--- config.mk ---
export PLATFORM = sky130hd
export DESIGN_NAME = stream_mux_nx1
export DESIGN_NICKNAME = d
export VERILOG_FILES = /design/src/rtl/stream_mux_nx1.sv
export SDC_FILE = /design/constraint.sdc
export NUM_CORES = 1
export LEC_CHECK = 0
export CORE_MARGIN = 1.5
export CORE_UTILIZATION = 33
export CTS_BUF_LIST = sky130_fd_sc_hd__clkbuf_16
export CTS_CLUSTER_DIAMETER = 40
export CTS_CLUSTER_SIZE = 14
export DETAILED_ROUTE_END_ITERATION = 7
export PLACE_DENSITY = 0.86
export SYNTH_ARGS = -nofsm -noshare
export SYNTH_HDL_FRONTEND = slang
export SYNTH_SLANG_ARGS = --single-unit
--- constraint.sdc ---
create_clock -name clk -period 1.5 [get_ports clk]
set_clock_uncertainty 0.1 [all_clocks]
set_input_delay 0.375 -clock clk [delete_from_list [all_inputs] [get_ports clk]]
set_output_delay 0.375 -clock clk [all_outputs]
set_load 0.01 [all_outputs]
--- src/rtl/stream_mux_nx1.sv ---
// -----------------------------------------------------------------------------
// stream_mux_nx1
// N-to-1 valid/ready stream multiplexer with a single registered output slot.
//
// Build option:
//   MUX_RR_EN  - when defined, adds the rr_mode port, the round-robin pointer
//                register and the round-robin arbiter. When undefined, the
//                block is a fixed-select mux driven by sel only.
//
// Ports:
//   clk        - clock, all state updates on the rising edge
//   rst_n      - asynchronous active-low reset
//   in_data    - NUM_CH packed channels, channel i at [i*DATA_WIDTH +: DATA_WIDTH]
//   in_valid   - per-channel valid
//   in_ready   - per-channel ready (only the granted channel, only when slot free)
//   sel        - fixed-mode channel select (>= NUM_CH grants nothing)
//   rr_mode    - 1 = round-robin, 0 = fixed select (MUX_RR_EN only)
//   out_data   - registered output data
//   out_valid  - output valid
//   out_ready  - downstream ready
//   out_ch     - source channel index of out_data
// -----------------------------------------------------------------------------
module stream_mux_nx1 #(
    parameter int unsigned DATA_WIDTH = 8,
    parameter int unsigned NUM_CH     = 4,
    parameter int unsigned SEL_WIDTH  = 2
) (
    input  logic                         clk,
    input  logic                         rst_n,
    input  logic [NUM_CH*DATA_WIDTH-1:0] in_data,
    input  logic [NUM_CH-1:0]            in_valid,
    output logic [NUM_CH-1:0]            in_ready,
    input  logic [SEL_WIDTH-1:0]         sel,
`ifdef MUX_RR_EN
    input  logic                         rr_mode,
`endif
    output logic [DATA_WIDTH-1:0]        out_data,
    output logic                         out_valid,
    input  logic                         out_ready,
    output logic [SEL_WIDTH-1:0]         out_ch
);

    localparam int unsigned PTR_W = $clog2(NUM_CH);

    logic                  out_valid_q, out_valid_d;
    logic [DATA_WIDTH-1:0] out_data_q,  out_data_d;
    logic [SEL_WIDTH-1:0]  out_ch_q,    out_ch_d;

    logic                  slot_free_c;
    logic                  gnt_valid_c;
    logic [SEL_WIDTH-1:0]  gnt_idx_c;
    logic                  accept_c;
    logic [DATA_WIDTH-1:0] gnt_data_c;

    // The slot can take a new beat when empty or when its beat leaves this cycle.
    assign slot_free_c = !out_valid_q || out_ready;

`ifdef MUX_RR_EN
    logic [PTR_W-1:0]     ptr_q, ptr_d;
    logic                 rr_hi_found_c, rr_lo_found_c;
    logic [SEL_WIDTH-1:0] rr_hi_idx_c,   rr_lo_idx_c;

    // Round-robin search: lowest valid channel at or above ptr wins; if none,
    // wrap to the lowest valid channel overall. Scanning downward lets the
    // last hit be the lowest index.
    always_comb begin : rr_search
        rr_hi_found_c = 1'b0;
        rr_lo_found_c = 1'b0;
        rr_hi_idx_c   = '0;
        rr_lo_idx_c   = '0;
        for (int i = int'(NUM_CH) - 1; i >= 0; i--) begin
            if (in_valid[i]) begin
                rr_lo_found_c = 1'b1;
                rr_lo_idx_c   = SEL_WIDTH'(i);
                if (32'(i) >= 32'(ptr_q)) begin
                    rr_hi_found_c = 1'b1;
                    rr_hi_idx_c   = SEL_WIDTH'(i);
                end
            end
        end
    end
`endif

    // Grant decision for the current cycle.
    always_comb begin : grant
        gnt_valid_c = 1'b0;
        gnt_idx_c   = sel;
`ifdef MUX_RR_EN
        if (rr_mode) begin
            gnt_valid_c = rr_hi_found_c || rr_lo_found_c;
            gnt_idx_c   = rr_hi_found_c ? rr_hi_idx_c : rr_lo_idx_c;
        end else
`endif
        begin
            gnt_valid_c = (32'(sel) < NUM_CH);
            gnt_idx_c   = sel;
        end
    end

    // One-hot ready to the granted channel; forced low while in reset.
    always_comb begin : ready_gen
        in_ready = '0;
        if (rst_n && gnt_valid_c && slot_free_c) begin
            for (int unsigned i = 0; i < NUM_CH; i++) begin
                in_ready[i] = (gnt_idx_c == SEL_WIDTH'(i));
            end
        end
    end

    assign accept_c = |(in_ready & in_valid);

    // Data select for the granted channel.
    always_comb begin : data_mux
        gnt_data_c = '0;
        for (int unsigned i = 0; i < NUM_CH; i++) begin
            if (gnt_idx_c == SEL_WIDTH'(i)) begin
                gnt_data_c = in_data[i*DATA_WIDTH +: DATA_WIDTH];
            end
        end
    end

    // Output slot next state: load on accept, drain on output transfer, else hold.
    always_comb begin : slot_next
        out_valid_d = out_valid_q;
        out_data_d  = out_data_q;
        out_ch_d    = out_ch_q;
        if (accept_c) begin
            out_valid_d = 1'b1;
            out_data_d  = gnt_data_c;
            out_ch_d    = gnt_idx_c;
        end else if (out_ready) begin
            out_valid_d = 1'b0;
        end
    end

    always_ff @(posedge clk or negedge rst_n) begin : slot_reg
        if (!rst_n) begin
            out_valid_q <= 1'b0;
            out_data_q  <= '0;
            out_ch_q    <= '0;
        end else begin
            out_valid_q <= out_valid_d;
            out_data_q  <= out_data_d;
            out_ch_q    <= out_ch_d;
        end
    end

`ifdef MUX_RR_EN
    // Pointer moves just past the channel whose beat was accepted.
    always_comb begin : ptr_next
        ptr_d = ptr_q;
        if (accept_c) begin
            if (32'(gnt_idx_c) == NUM_CH - 1) begin
                ptr_d = '0;
            end else begin
                ptr_d = PTR_W'(gnt_idx_c) + PTR_W'(1);
            end
        end
    end

    always_ff @(posedge clk or negedge rst_n) begin : ptr_reg
        if (!rst_n) begin
            ptr_q <= '0;
        end else begin
            ptr_q <= ptr_d;
        end
    end
`endif

    assign out_valid = out_valid_q;
    assign out_data  = out_data_q;
    assign out_ch    = out_ch_q;

endmodule

# == Yosys cells after proc, flatten, opt, wreduce, memory -nomap -nowiden ==
# Index checks and enable logic that the tools add are counted.
# word_totals
input_bits,41
output_inout_bits,15
register_bits,11
word_cells,20
# op_classes
bitwise,1
n_reduce_logical,6
muxes,7
eq_ne,3
# ops
cell,n
two-way mux 8 bit,4
bitwise AND 4 bit,1
equality test 2 bit (second input constant),2
two-way mux 4 bit,1
OR reduction 4 bit,1
equality test 2 x 1 -> 1 bit (second input constant),1
logical NOT 2 bit,1
two-way mux 1 bit,2
nonzero test 2 bit,1
logical AND 1 bit,1
logical NOT 1 bit,1
logical OR 1 bit,1

# == Logic depth before layout (Yosys ltp) ==
# Gate-level depths: netlist (run 1).
# depth
ltp_word,7
mapped_depth,5
ltp_nobuf,3

# == Worst setup path after synthesis (run 1) ==
# No wires, ideal clock.
# synth_timing
kind,input-to-reg
start,input port sel[0]
end,"register out_ch_q[0], in the netlist out_ch[0]"
required_time_ps,1275
path_buffers,1
t_arrival_ps,1491
stages,4
setup_time_ps,125
path_slack_ps,-216
path_cell_list,buf_6 mux4_2 nand3_4 mux2_2
# synth_between
elab_chain_cells,4
elab_cells_between_ends,7
classes_between,eq/ne (3); mux (1); bitwise (1); reduce/logical (2)
# synth_rtl
item,line,text
start: declaration,33,"input logic [SEL_WIDTH-1:0] sel,"
"equality test 2 x 1 -> 1 bit, or another cell as far along",105,in_ready[i] = (gnt_idx_c == SEL_WIDTH'(i));
two-way mux 4 bit,103,if (rst_n && gnt_valid_c && slot_free_c) begin
bitwise AND 4 bit,110,assign accept_c = |(in_ready & in_valid);
OR reduction 4 bit,110,
end signal: assignment,144,out_ch_q <= out_ch_d;
end: declaration,47,"logic [SEL_WIDTH-1:0] out_ch_q, out_ch_d;"
# Several ways; a longest one is shown, not always the timed one.
# A chain may end at the register's enable or synchronous reset.

# == Final worst setup path (run 1) ==
# layout_timing
start,"register out_valid_q, in the netlist out_valid"
end,output port in_ready[3]
# layout_between
elab_chain_cells,4
# layout_rtl
item,line,text
start: declaration,45,"logic out_valid_q, out_valid_d;"
start signal: assignment,142,out_valid_q <= out_valid_d;
logical NOT 1 bit,56,assign slot_free_c = !out_valid_q || out_ready;
logical OR 1 bit,56,
logical AND 1 bit,103,
two-way mux 4 bit,103,
end: declaration,32,"output logic [NUM_CH-1:0] in_ready,"
# No other way between the ends.

==> impl_metrics.toml, run 1 <==
[clock_network]
cts_tree = "yes"
clock-sinks = 11
clk_latency_ps = 230
htree_num_levels = 1
path_clk_slew_ps = 40
root_buffer = "clkbuf_16"
cts_buffers = 3
cts_buffer_depth = 2
cts_hold_buf = 0

[worst_setup_path]
critPathCaptureType = "output pin"
crit_buf_inv = 1
crit_path_start_kind = "register"
cp.required_ps = 1020
worstPathCellList = "nand2b_4, nand3_2, nor2_1, buf_2"
criticalPathCategory = "reg2out"
cp.arrival_ps = 1080
critPathTopFamily = "flip-flops"
crit_slowest_cell = "dfrtp_1"
cp_slowest_stage_delay_ps = 400
crit_fanout = 3

[timing]
whs_ps = 268
tns_ps = -117
period_share_pct = 103
rsz0062_at_grt = "true"
fin_ws_ps = -51.0
maxSlewHeadroom_pct = 85.7
timing.fmax_mhz = 645
maxSlewViolCount = 0
tightestPinTransition_ps = 215
setup_viol = 5
hold_violations = 0
fin_crit_ps = 1550

[flow_run]
cap_violations = 0

[die]
die_area_sq_mm = 0.00249
die_w_microns = 49.9
die_h_microns = 49.9
initial_core_util_pct = 36.0
num_rows = 16
coreArea_sq_mm = 0.00202
ioPinCount = 56

[route]
drt_iter0_drc = 6
drc = 0
dr.pass1.iters = 2
via_per_inst = 4.99
ant_nets = 0
routed_wl_microns = 2360
avgRoutedWirePerCell_microns = 16.9
num_vias = 694

[pwr]
leakagePower_nw = 0.746
p_per_area_mw_per_mm2 = 961
ir_drop_mv = 0.705

[logic_synthesis]
synth_area_sq_um = 727
ys_types = 16
postSynthCellCount = 47
yosysSeqAreaShare_pct = 37.9
synth_warnings = 0
synth.net_count = 88
ys_ff_latch = 11
avgSynthCellArea_sq_um = 15.5

[final_layout]
fin_area_sq_mm = 0.00145
antennaDiodeCount = 0
nNetsFinal = 154
layout_commonest_cell = "dlygate4sd2_1"
nFillCells = 141
drive_above_1_share_pct = 43.8
area_delta_synth_final_pct = 99.3
final_cell_mix = "dlygate4sd2_1, clkdlybuf4s50_1, dfrtp_1"

[outcome]
run_status = "complete, but fails checks"
violations = "setup timing"

[place]
placed_area_sq_mm = 0.00136
port_buffers = 55
dp.final_hpwl_microns = 1750
place_congestion = 0.730

[global_route]
antenna_found_initial = 0
grt_max_degree = 16
grt_pass1_wl_microns = 3950
grt_usage_pct = 21.4
grt_overflow = 0
grt_pass1_vias = 786

[hold_path]
hold_class = "in2async"
==> registers in the layout, summed over array words and instances, names as in the netlist <==
register,flops
out_ch,2
out_data,8
out_valid,1
==> synth_stat cells <==
| master | count | share of area [%] |
|---|---|---|
| a31o_2 | 1 | 1.2 |
| nor2_1 | 2 | 1.0 |
| buf_8 | 1 | 2.1 |
| nand3_4 | 1 | 2.4 |
| nand2b_1 | 1 | 0.86 |
| nand3_1 | 2 | 1.4 |
| inv_1 | 1 | 0.52 |
| mux4_2 | 5 | 15 |
| mux2_2 | 11 | 17 |
| dfrtp_1 | 11 | 38 |
| buf_6 | 1 | 1.5 |
| buf_1 | 1 | 0.52 |
| mux4_1 | 4 | 14 |
| nand2_1 | 2 | 1.0 |
| a22o_1 | 1 | 1.2 |
| nor3_1 | 2 | 1.4 |
==> where the power goes <==
part / total [mW] / leakage [nW] / internal [mW] / switching [mW]
Sequential: 0.418 / 0.128 / 0.375 / 0.0425
Clock: 0.473 / 0.0423 / 0.349 / 0.124
Combinational: 0.501 / 0.576 / 0.319 / 0.182
==> final timing paths <==
kind                            cells after the start     endpoint  slack, ps         from
worst min register to register                      1  out_data[4]        400  out_data[4]
worst min-delay path                                2  out_data[2]        270        rst_n
min in group clk                                    2    out_ch[1]        340       sel[1]
worst max register to register                      4  out_data[7]        130    out_valid
max in group asynchronous                           2  out_data[4]        850        rst_n
worst max-delay path                                4  in_ready[3]        -50    out_valid
==> layout make-up <==
cell class | instances | area [sq um] | share of cell area, %
inverters | 1 | 3.75 | 0.259
well taps | 27 | 33.8 | 2.33
multi-input cells | 33 | 484 | 33.4
flip-flops and latches | 11 | 275 | 19.0
repair buffers | 63 | 573 | 39.6
clock inverters | 1 | 3.75 | 0.259
clock buffers | 3 | 75.1 | 5.18
==> stage by stage <==
step / setup slack [ps] / util, % / std cells / power (mW)
2_1_floorplan: -187 / - / 47 / 0.662
3_3_place_gp: -846 / 67.3 / 132 / 0.956
3_5_place_dp: -887 / 67.3 / 132 / 0.974
4_1_cts: -72.4 / 70.5 / 139 / 1.41
5_1_grt: -92.3 / 71.7 / 139 / 1.47
6_report: -51.0 / 71.7 / 139 / 1.39
==> cell families after synthesis <==
logic type,Yosys count,synth area share (%)
buffers and inverters,4,4.65
multiplexers,20,47.0
flip-flops,11,37.9
AO/OA/AOI/OAI,2,2.41
AND/OR/NAND/NOR,10,8.09
==> layer usage <==
metal / GRT usage, % / up-vias / part of all wire [%]
li1: - / 318 / -
met1: 27.3 / 339 / 44
met2: 36.0 / 37 / 50
met3: 3.94 / 0 / 6.1
met4: 8.33 / 0 / 0
met5: 0 / - / 0
==> repair_timing <==
item                       CTS  global route
buffers inserted             2             0
setup endpoints to repair   26            13
cloned                       1             0
resized for setup           77             9
pin swaps                    5             3
No activity file was read; power rests on OpenSTA's default activity.
==> run 2: changes to the inputs <==
- CTS_BUF_LIST: sky130_fd_sc_hd__clkbuf_16 -> unset
==> run 2 against run 1 <==
  * The flow still finishes with violations (setup timing)
  * Clock power down 57%
  * Fmax down 0.96%
  * Setup slack worse by 15 ps
  * First-iteration DRC count up 50%
  * Critical path type unchanged
  * Largest cell class unchanged
==> impl_metrics.toml, run 2 (synthesized netlist as in run 1, its figures left out) <==
[pwr]
leakagePower_nw = 0.627
pwr-share-clk_pct = 18.1
p_per_area_mw_per_mm2 = 821
switching_power_mw = 0.321
pwr-share-comb_pct = 44.9
ir_drop_mv = 0.458
power_frac_seq_pct = 37.0
report.power.total_mw = 1.12
p_int_mw = 0.801
p_sw_share_pct = 28.6

[clock_network]
cts_buffer_depth = 2
cts_hold_buf = 0
path_clk_slew_ps = 70
root_buffer = "clkbuf_4"
clock-sinks = 11
htree_num_levels = 1
cts_buffers = 3
cts_tree = "yes"
clk_latency_ps = 270

[die]
ioPinCount = 56
die_area_sq_mm = 0.00249
coreArea_sq_mm = 0.00202
die_h_microns = 49.9
die_w_microns = 49.9
initial_core_util_pct = 36.0
num_rows = 16

[place]
placed_area_sq_mm = 0.00136
port_buffers = 55
place_congestion = 0.730
pre_cts_ws_ps = -887
placed_cells = 132
dp.final_hpwl_microns = 1750

[route]
num_vias = 692
drt_iter0_drc = 9
via_per_inst = 5.01
avgRoutedWirePerCell_microns = 16.7
dr.pass1.iters = 4
drc = 0
routed_wl_microns = 2300
ant_nets = 0

[timing]
period_share_pct = 104
setup_viol = 4
timing.fmax_mhz = 639
hold_violations = 0
fin_crit_ps = 1570
maxSlewViolCount = 0
fin_ws_ps = -65.9
rsz0062_at_grt = "true"
maxSlewHeadroom_pct = 86.0
tightestPinTransition_ps = 209

[final_layout]
drive_above_1_share_pct = 42.3
layout_commonest_cell = "clkdlybuf4s50_1"
area_delta_synth_final_pct = 88.1
fin_area_sq_mm = 0.00137
fin_cells = 138
final_cell_mix = "clkdlybuf4s50_1, dlygate4sd2_1, dfrtp_1"
largest_register_ffs = 8
nNetsFinal = 153
antennaDiodeCount = 0
nFillCells = 150

[global_route]
grt_overflow = 0
grt_usage_pct = 20.3
grt_max_degree = 16
grt_pass1_wl_microns = 3630
grt_pass1_vias = 727
antenna_found_initial = 0

[worst_setup_path]
cp_slowest_stage_delay_ps = 410
crit_slowest_cell = "dfrtp_1"
reg2regPathDepth = 4
critPathCaptureType = "output pin"
worstSetupPathDepth = 4
cp.required_ps = 1020
worstPathCellList = "nand2b_4, nand2_2, nor3_2, buf_2"
crit_path_start_kind = "register"
criticalPathCategory = "reg2out"
critPathTopFamily = "flip-flops"
cp.arrival_ps = 1090
crit_fanout = 3
crit_buf_inv = 1

[flow_run]
cap_violations = 0

[outcome]
run_status = "complete, but fails checks"
violations = "setup timing"

[hold_path]
hold_class = "in2async"
run 2: changes by cell type in the layout (fill, tap and decap cells not counted), moves of 2 or more:
| cell | change |
|---|---|
| buf_4 | -2 |
| clkbuf_16 | -3 |
| clkbuf_4 | +3 |
| clkdlybuf4s50_1 | +17 |
| dlygate4sd2_1 | -9 |
| dlymetal6s2s_1 | -8 |
run 2: repair_timing:
action | CTS | global route
endpoints found under the setup margin | 26 | 9
setup buffers | 1 | 0
pin swaps | 3 | 3
cloned | 1 | 0
resized for setup | 60 | 4
run 2: final cells by class:
cell class | instances | area (sq um) | share of cell area [%]
inverter | 1 | 3.75 | 0.274
multi-input combinational | 33 | 483 | 35.3
sequential | 11 | 275 | 20.1
timing repair buffer | 62 | 546 | 39.9
clock buffer | 4 | 26.3 | 1.92
tap | 27 | 33.8 | 2.47
run 2: layer usage:
metal  GRT usage, %  vias up  wire length (microns)
met4           9.72        0                     46
met2           33.6       42                   1130
met5              0        -                      0
met1           24.8      326                    956
li1               -      319                      -
met3           4.85        5                    164
run 2: path summary, 6_finish.rpt:
kind | slack, ps | to | startpoint
worst max-delay path | -70 | in_ready[1] | out_valid
worst min-delay path | 180 | out_data[0] | rst_n
worst max register to register | 150 | out_data[7] | out_valid
worst min register to register | 400 | out_data[6] | out_data[6]
max in group asynchronous | 940 | out_data[4] | rst_n
min in group clk | 350 | out_ch[1] | sel[1]
run 2: power by group through the flow:
| stage | registers, mW | clock network [mW] | logic [mW] |
|---|---|---|---|
| 2_1_floorplan | 0.456 | 0 | 0.205 |
| 3_3_place_gp | 0.418 | 0 | 0.538 |
| 3_5_place_dp | 0.422 | 0 | 0.552 |
| 4_1_cts | 0.416 | 0.208 | 0.506 |
| 5_1_grt | 0.427 | 0.223 | 0.540 |
| 6_report | 0.416 | 0.203 | 0.504 |
run 2: metrics by stage:
step | hold WS, ps | setup TNS, ps | util (%)
2_1_floorplan | -20.6 | -1680 | -
3_3_place_gp | 392 | -11860 | 67.3
3_5_place_dp | 396 | -12320 | 67.3
4_1_cts | 177 | -373 | 67.6
5_1_grt | 198 | -460 | 67.6
6_report | 177 | -244 | 67.6
==> run 3: changes to the inputs <==
- clock period: 1.5 -> 1.6 ns (I/O delays scaled with it)
==> run 3 against run 2 <==
  * The run still ends with setup timing left
  * Cell count increased by 3.6%
  * Clock-buffer cell count unchanged
  * Die area unchanged
  * Via count increased by 0.72%
  * Non-clock buffer count increased by 6
  * Critical path depth increased by 1
  * Highest routed layer is now met3
==> impl_metrics.toml, run 3 (synthesized netlist as in run 1, its figures left out) <==
[outcome]
run_status = "complete, but fails checks"
violations = "setup timing"

[worst_setup_path]
cp.required_ps = 1100
critPathCaptureType = "output pin"
reg2regPathDepth = 7
critPathLaunch = "out_valid"
crit_path_start_kind = "register"
worstPathCellList = "buf_6, nand2b_4, nand2_2, nor3_1, buf_2"
crit_fanout = 3
cp_slowest_stage_delay_ps = 390
critPathTopFamily = "flip-flops"
crit_buf_inv = 2
criticalPathCategory = "reg2out"
r2r-start = "out_valid"
ff2ff_setup_slack_ps = 50
crit_slowest_cell = "dfrtp_1"
cp.arrival_ps = 1200
r2r-end = "out_data[1]"
worstSetupPathDepth = 5
cp-endpoint = "in_ready[1]"

[route]
drc = 0
num_vias = 697
ant_nets = 0
avgRoutedWirePerCell_microns = 15.0
routed_wl_microns = 2150
drt_iter0_drc = 1
dr.pass1.iters = 3
via_per_inst = 4.87

[clock_network]
htree_num_levels = 1
cts_hold_buf = 0
clock-sinks = 11
cts_tree = "yes"
cts_buffer_depth = 2
clk_latency_ps = 260
cts_buffers = 3
root_buffer = "clkbuf_4"
path_clk_slew_ps = 80

[timing]
period_share_pct = 106
maxSlewHeadroom_pct = 87.7
whs_ps = 221
timing.fmax_mhz = 589
setup_viol = 4
rsz0062_at_grt = "true"
tightestPinTransition_ps = 185
hold_violations = 0
fin_ws_ps = -96.4
maxSlewViolCount = 0
fin_crit_ps = 1700
tns_ps = -271

[place]
dp.final_hpwl_microns = 1670
pre_cts_ws_ps = -688
port_buffers = 55
place_congestion = 0.718

[final_layout]
seqCellArea_sq_um = 275
layout_commonest_cell = "clkdlybuf4s50_1"
area_delta_synth_final_pct = 97.8
multiInputGateArea_sq_um = 472
nNetsFinal = 158
drive_above_1_share_pct = 38.8
largest_register_ffs = 8
final_cell_mix = "clkdlybuf4s50_1, dlygate4sd2_1, dfrtp_1"
antennaDiodeCount = 0
nFillCells = 141

[pwr]
leakagePower_nw = 0.662
ir_drop_mv = 0.465
report.power.total_mw = 1.08
p_per_area_mw_per_mm2 = 750

[global_route]
grt_pass1_vias = 688
grt_max_degree = 15
grt_pass1_wl_microns = 3350
antenna_found_initial = 0
grt_overflow = 0
grt_usage_pct = 17.7

[die]
die_h_microns = 49.9
coreArea_sq_mm = 0.00202
die_w_microns = 49.9
num_rows = 16
initial_core_util_pct = 36.0
ioPinCount = 56
die_area_sq_mm = 0.00249

[flow_run]
cap_violations = 0

[hold_path]
hold_class = "in2async"
[run 3: layout make-up]
type,instances,area share [%]
inverter,1,0.261
multi-input combinational,32,32.8
timing repair buffer,68,43.6
sequential,11,19.1
tap,27,2.35
clock buffer,4,1.83
[run 3: report_power, final]
part | switching [mW] | internal (mW) | leakage [nW]
clock network | 0.0910 | 0.0961 | 0.0150
registers | 0.0408 | 0.350 | 0.128
logic | 0.166 | 0.333 | 0.519
total | 0.298 | 0.780 | 0.662
[run 3: per-stage QoR]
| stage | area, sq um | utilization, % | cells |
|---|---|---|---|
| detailed placement | 1370 | 67.6 | 133 |
| CTS | 1420 | 70.0 | 141 |
| global placement | 1370 | 67.6 | 133 |
| floorplan | 764 | - | 47 |
| finish | 1440 | 71.1 | 143 |
| global route | 1440 | 71.1 | 143 |
[run 3: repair_timing]
item,CTS,global route
setup buffers,4,2
setup endpoints to repair,26,11
pin swaps,2,3
cloned,0,0
gates resized for setup,52,3
[run 3: worst min path at each step]
stage	start	to	cells past startpoint
after detailed placement	out_data[7]	out_data[7]	1
after global placement	out_data[6]	out_data[6]	1
final	rst_n	out_ch[1]	2
after floorplan	rst_n	out_ch[0]	0
after global routing	rst_n	out_ch[0]	2
after CTS	rst_n	out_ch[1]	2
[run 3: layer usage]
metal	routed length, microns	track usage (%)
met1	828	20.8
met2	1110	32.4
met3	206	4.55
met4	0	2.78
met5	0	0
